## src/rtl/mem_arb_pkg.sv

```systemverilog
// Shared definitions for the instruction/data memory arbiter.
// Holds the default parameter values and the FSM state encoding so
// the RTL and anything else observing the arbiter use one definition.
package mem_arb_pkg;

  localparam int DEF_DATA_W     = 32;   // data and address width
  localparam int DEF_STARVE_MAX = 4;    // D grants allowed while I waits
  localparam int DEF_TIMEOUT    = 255;  // access cycles without m_ready

  typedef enum logic [1:0] {
    IDLE  = 2'd0,
    I_ACC = 2'd1,
    D_ACC = 2'd2,
    RESP  = 2'd3
  } arb_state_t;

endpackage

```

## src/rtl/mem_arbiter.sv

```systemverilog
// Two-master memory arbiter: a fetch port (i_*) and a load/store port
// (d_*) share one memory port (m_*). Data wins collisions unless the
// fetch side has been passed over STARVE_MAX times in a row. Each access
// is IDLE -> x_ACC -> RESP, with the ack pulsing during RESP. An access
// that sees no m_ready for TIMEOUT cycles is abandoned, sets sticky err
// and still acks so the requester never hangs.
//
// Ports:
//   clk, rst_n                    clock, async active-low reset
//   i_req, i_addr                 fetch request (held until i_ack)
//   i_rdata, i_ack                fetched word, completion pulse
//   d_req, d_we, d_addr, d_wdata  load/store request (held until d_ack)
//   d_rdata, d_ack                load word, completion pulse
//   m_req, m_we, m_addr, m_wdata  registered memory request
//   m_rdata, m_ready              memory response
//   err                           sticky timeout flag
module mem_arbiter
  import mem_arb_pkg::*;
#(
  parameter int DATA_W     = DEF_DATA_W,
  parameter int STARVE_MAX = DEF_STARVE_MAX,
  parameter int TIMEOUT    = DEF_TIMEOUT
) (
  input  logic              clk,
  input  logic              rst_n,
  input  logic              i_req,
  input  logic [DATA_W-1:0] i_addr,
  output logic [DATA_W-1:0] i_rdata,
  output logic              i_ack,
  input  logic              d_req,
  input  logic              d_we,
  input  logic [DATA_W-1:0] d_addr,
  input  logic [DATA_W-1:0] d_wdata,
  output logic [DATA_W-1:0] d_rdata,
  output logic              d_ack,
  output logic              m_req,
  output logic              m_we,
  output logic [DATA_W-1:0] m_addr,
  output logic [DATA_W-1:0] m_wdata,
  input  logic [DATA_W-1:0] m_rdata,
  input  logic              m_ready,
  output logic              err
);

  localparam int SW = $clog2(STARVE_MAX + 1);
  localparam int TW = $clog2(TIMEOUT + 1);
  localparam logic [SW-1:0] STARVE_TOP = SW'(STARVE_MAX);
  // Timeout fires on the cycle whose increment would reach TIMEOUT,
  // so m_req is held for exactly TIMEOUT cycles.
  localparam logic [TW-1:0] TMO_LAST   = TW'(TIMEOUT - 1);

  arb_state_t    state, state_d;
  logic [SW-1:0] starve_cnt;
  logic [TW-1:0] tmo_cnt;
  logic          gnt_i, gnt_d, acc_done, tmo_hit, in_acc;

  assign in_acc = (state == I_ACC) || (state == D_ACC);

  always_ff @(posedge clk or negedge rst_n) begin
    if (!rst_n) state <= IDLE;
    else        state <= state_d;
  end

  // m_req is always 1 inside x_ACC, so m_ready is only ever looked at
  // while a request is outstanding.
  always_comb begin
    state_d  = state;
    gnt_i    = 1'b0;
    gnt_d    = 1'b0;
    acc_done = 1'b0;
    tmo_hit  = 1'b0;
    case (state)
      IDLE: begin
        if (d_req && !(i_req && starve_cnt == STARVE_TOP)) begin
          gnt_d   = 1'b1;
          state_d = D_ACC;
        end else if (i_req) begin
          gnt_i   = 1'b1;
          state_d = I_ACC;
        end
      end
      I_ACC, D_ACC: begin
        if (m_ready) begin
          acc_done = 1'b1;
          state_d  = RESP;
        end else if (tmo_cnt == TMO_LAST) begin
          tmo_hit = 1'b1;
          state_d = RESP;
        end
      end
      RESP:    state_d = IDLE;
      default: state_d = IDLE;
    endcase
  end

  always_ff @(posedge clk or negedge rst_n) begin
    if (!rst_n) begin
      m_req      <= 1'b0;
      m_we       <= 1'b0;
      m_addr     <= '0;
      m_wdata    <= '0;
      i_rdata    <= '0;
      d_rdata    <= '0;
      i_ack      <= 1'b0;
      d_ack      <= 1'b0;
      err        <= 1'b0;
      starve_cnt <= '0;
      tmo_cnt    <= '0;
    end else begin
      i_ack <= 1'b0;
      d_ack <= 1'b0;

      if (gnt_i) begin
        m_req      <= 1'b1;
        m_we       <= 1'b0;
        m_addr     <= i_addr;
        starve_cnt <= '0;
        tmo_cnt    <= '0;
      end

      if (gnt_d) begin
        m_req   <= 1'b1;
        m_we    <= d_we;
        m_addr  <= d_addr;
        m_wdata <= d_wdata;
        tmo_cnt <= '0;
        // Count only grants that actually made a waiting fetch wait.
        if (!i_req)                         starve_cnt <= '0;
        else if (starve_cnt != STARVE_TOP)  starve_cnt <= starve_cnt + 1'b1;
      end

      if (acc_done || tmo_hit) begin
        m_req <= 1'b0;
        i_ack <= (state == I_ACC);
        d_ack <= (state == D_ACC);
      end

      if (acc_done) begin
        m_we <= 1'b0;
        if (state == I_ACC) i_rdata <= m_rdata;
        else if (!m_we)     d_rdata <= m_rdata;
      end

      if (tmo_hit) err <= 1'b1;

      if (in_acc && !m_ready && !tmo_hit) tmo_cnt <= tmo_cnt + 1'b1;
    end
  end

endmodule
```

## config.mk

```make
export PLATFORM = sky130hd
export DESIGN_NAME = mem_arbiter
export DESIGN_NICKNAME = d
export VERILOG_FILES = /design/src/rtl/mem_arb_pkg.sv /design/src/rtl/mem_arbiter.sv
export SDC_FILE = /design/constraint.sdc
export NUM_CORES = 1
export LEC_CHECK = 0
export BUFFER_PORTS_ARGS = -buffer_cell sky130_fd_sc_hd__buf_2
export CAP_MARGIN = 40
export CORE_MARGIN = 10
export CORE_UTILIZATION = 47
export CTS_CLUSTER_SIZE = 12
export DETAILED_ROUTE_END_ITERATION = 8
export PLACE_DENSITY_LB_ADDON = 0.3
export SLEW_MARGIN = 20
export SYNTH_ARGS = -nofsm -noshare
export SYNTH_HDL_FRONTEND = slang
export SYNTH_SLANG_ARGS = --single-unit
export TNS_END_PERCENT = 10
```

## constraint.sdc

```tcl
create_clock -name clk -period 2.2 [get_ports clk]
set_input_delay 0.22 -clock clk [delete_from_list [all_inputs] [get_ports clk]]
set_output_delay 0.22 -clock clk [all_outputs]
set_load 0.01 [all_outputs]
```

==> results.md <==
- Vias in the first global route: 4836
- Max incr delay on CP: 0.41 ns
- Max IR drop VDD: 648 uV
- WL/cell: 17.3 um
- Post-Synthesis Cells: 445
- DRC: 0
- Post-CTS Resized: 0
- Area of the multi-input gates: 2190 um^2
- CTS tree: done
- PortBufs: 266
- CTS Sinks: 146
- DRT antenna net count: 0
- Total track usage: 17.6%
- Clk root buf: clkbuf_16
- Max frequency: 525 MHz
- Layout Skew: 0.00463 ns
- Max-cap violations: 0
- Top post-synthesis cells by area: dfrtp_1, mux2_2, mux2i_1
- Global placement routability congestion: 0.783
- Static Leak: 4.02 nW
- Relative slew slack: 60.3%
- DP Area: 7550 um^2
- Clk pin slew, worst setup/hold paths: 0.06 ns
- Kind of end point of the critical path: flip-flop
- Clk pwr share: 23.5%
- Die area: 17700 um^2
- Total CTS buffers: 17
- WL final: 15700 um
- Critical Path Source Type: flip-flop
- Nets: 858
- DP Wirelength: 12000 um
- Cell-internal power: 8.31 mW
- Core box area: 12600 um^2
- Critical path arrival: 2.23 ns
- H-tree Lvls: 4
- Top-area cell type share of the netlist area: 60.7%
- Initial antenna violation count: 1
- Largest net degree at the start of global routing: 69
- Hold crit path type: input port to flip-flop
- Most frequent cells in the layout: buf_2, dfrtp_1, mux2_2, nand2_1, mux2i_1
- Number of synthesized register bits: 146
- Switching part of the total: 33.7%
- Final hold violations: 0
- Post-synth top area cell: dfrtp_1
- Final Max Slew Viols: 0
- Fin crit share: 86.7%
- Worst skew pair latency: 0.41 ns
- Post-Syn Area: 6020 um^2
- Commonest non-fill, non-tap cell in the layout: buf_2
- Starting Density: 47.9%
- DR vias: 4392
- Reg area: 3650 um^2
- Final-report setup violation count: 0
- Row cnt: 41
- CP Max Fanout: 16
- Cell area after layout: 8180 um^2
- Post-synth cell types: 35
- Sequential area share after synthesis: 60.7%
- Switching power: 4.23 mW
- Tot Pwr: 12.5 mW
- Ports: 267
- Die Y: 133 um
- Setup bufs post-CTS: 0
- Seq pwr share: 37.0%
- Critical path buffers and inverters: 2
- TritonRoute pass-1 iters: 4
- Syn Nets: 586
- Clk buf depth: 2
- Tmin final: 1.91 ns
- Syn-to-layout area delta: 35.7%
- CP Class: flip-flop to flip-flop
- Crit path required time: 2.53 ns
- Mapped Avg Cell Area: 13.5 um^2
- Gate power share: 39.5%
- Die width: 133 um
- Core Util, Final: 65.1%
- Yosys warning count: 0
- Worst-margin pin slew: 0.596 ns
- CP top delay family: simple AND/OR/NAND/NOR gates
- Fillers: 1009
- Status: finished, final reports clean
- First-pass GRT wire length: 25000 um
- Crit-path slowest cell: dfrtp_1
- Final setup TNS: 0 ns
- PwrDens: 1530 nW/um^2
- Unrepaired setup endpoints after global routing: no
- CP cell instances: inv_1 -> ha_1 -> nor2b_1 -> o21ai_1 -> buf_4 -> or3_1 -> o211ai_1
- Vias per cell: 4.86
- DR iter-0 viols: 174
- Total gr overflow: 0
- Share of layout cells above drive strength 1: 56.2%
==> logic make-up after synthesis <==
kind of cell / Yosys count / share of synthesized area (%)
buf+inv: 32 / 3.18
simple gates: 70 / 5.07
fa+ha+maj: 7 / 1.45
compound gates: 60 / 6.04
mux: 129 / 23.5
xor+xnor: 1 / 0.145
flops: 146 / 60.7
==> layer usage <==
layer	part of all wire, %	global-route usage, %
met4	2.4	7.56
met2	54	31.4
met5	0	0
met1	37	18.5
met3	6.4	5.86
==> metrics by stage <==
step	hold WS, ns	instances	setup slack (ns)
floorplan	-0.0756	445	0.444
global placement	0.251	869	0.411
detailed placement	0.262	869	0.333
CTS	0.0173	902	0.300
global route	0.0145	903	0.165
finish	0.0319	903	0.294
==> cell type report <==
type	count	share of cell area [%]
Tap cell	172	2.63
Timing Repair Buffer	277	18.0
Inverter	8	0.367
Multi-Input combinational cell	267	26.7
Antenna cell	1	0.0306
Clock inverter	9	1.56
Sequential cell	146	44.7
Clock buffer	23	5.97
==> power by group through the flow <==
stage | clock network, mW | registers, mW | logic [mW]
finish | 2.95 | 4.64 | 4.95
global route | 3.13 | 4.81 | 5.42
CTS | 3.02 | 4.65 | 5.08
detailed placement | 0 | 4.68 | 5.06
global placement | 0 | 4.60 | 4.93
floorplan | 0 | 5.24 | 2.40
==> flip-flops by register name (all words and copies together), names as in the netlist <==
| signal | flops |
|---|---|
| i_rdata | 32 |
| m_req | 1 |
| err | 1 |
| m_we | 1 |
| tmo_cnt | 8 |
| d_rdata | 32 |
| i_ack | 1 |
| d_ack | 1 |
| m_wdata | 32 |
| state | 2 |
| m_addr | 32 |
| starve_cnt | 3 |
==> synth_stat cells <==
cell         n
nor2_1       7
nand3b_1     1
nor2b_1      1
nand4_1      2
nor3_2       1
nor3_1       1
a31oi_4      1
clkbuf_1     3
buf_6        4
ha_1         7
a21boi_0     1
buf_4        8
a21oi_1      5
a32o_1       2
a31o_2       3
o22ai_1      2
or3_1        3
o211ai_1     1
buf_2        9
or2_2        1
inv_1        8
o21ai_1     13
nand2_1     44
dfrtp_1    146
o21ai_0     27
mux2_1       1
o2bb2ai_1    1
nand2b_1     2
xnor2_1      1
a211oi_2     1
nand3_1      7
a22oi_1      1
mux2_2      96
mux2i_1     32
a21o_1       2
==> path summary, 6_finish.rpt <==
kind | start | end | slack [ns] | cells past startpoint
max | state[0] | tmo_cnt[4] | 0.29 | 7
min in group asynchronous | rst_n | m_wdata[10] | 0.36 | 2
min reg2reg | err | err | 0.46 | 1
max reg2reg | state[0] | tmo_cnt[4] | 0.29 | 7
max in group asynchronous | rst_n | i_rdata[14] | 1.14 | 3
min | d_wdata[2] | m_wdata[2] | 0.03 | 2
==> what timing repair did <==
item                                   4_1_cts  5_1_grt
hold buffers                                 1        0
endpoints found under the hold margin       62        0
setup endpoints to repair                    0        0
(Power assumes the default switching activity.)
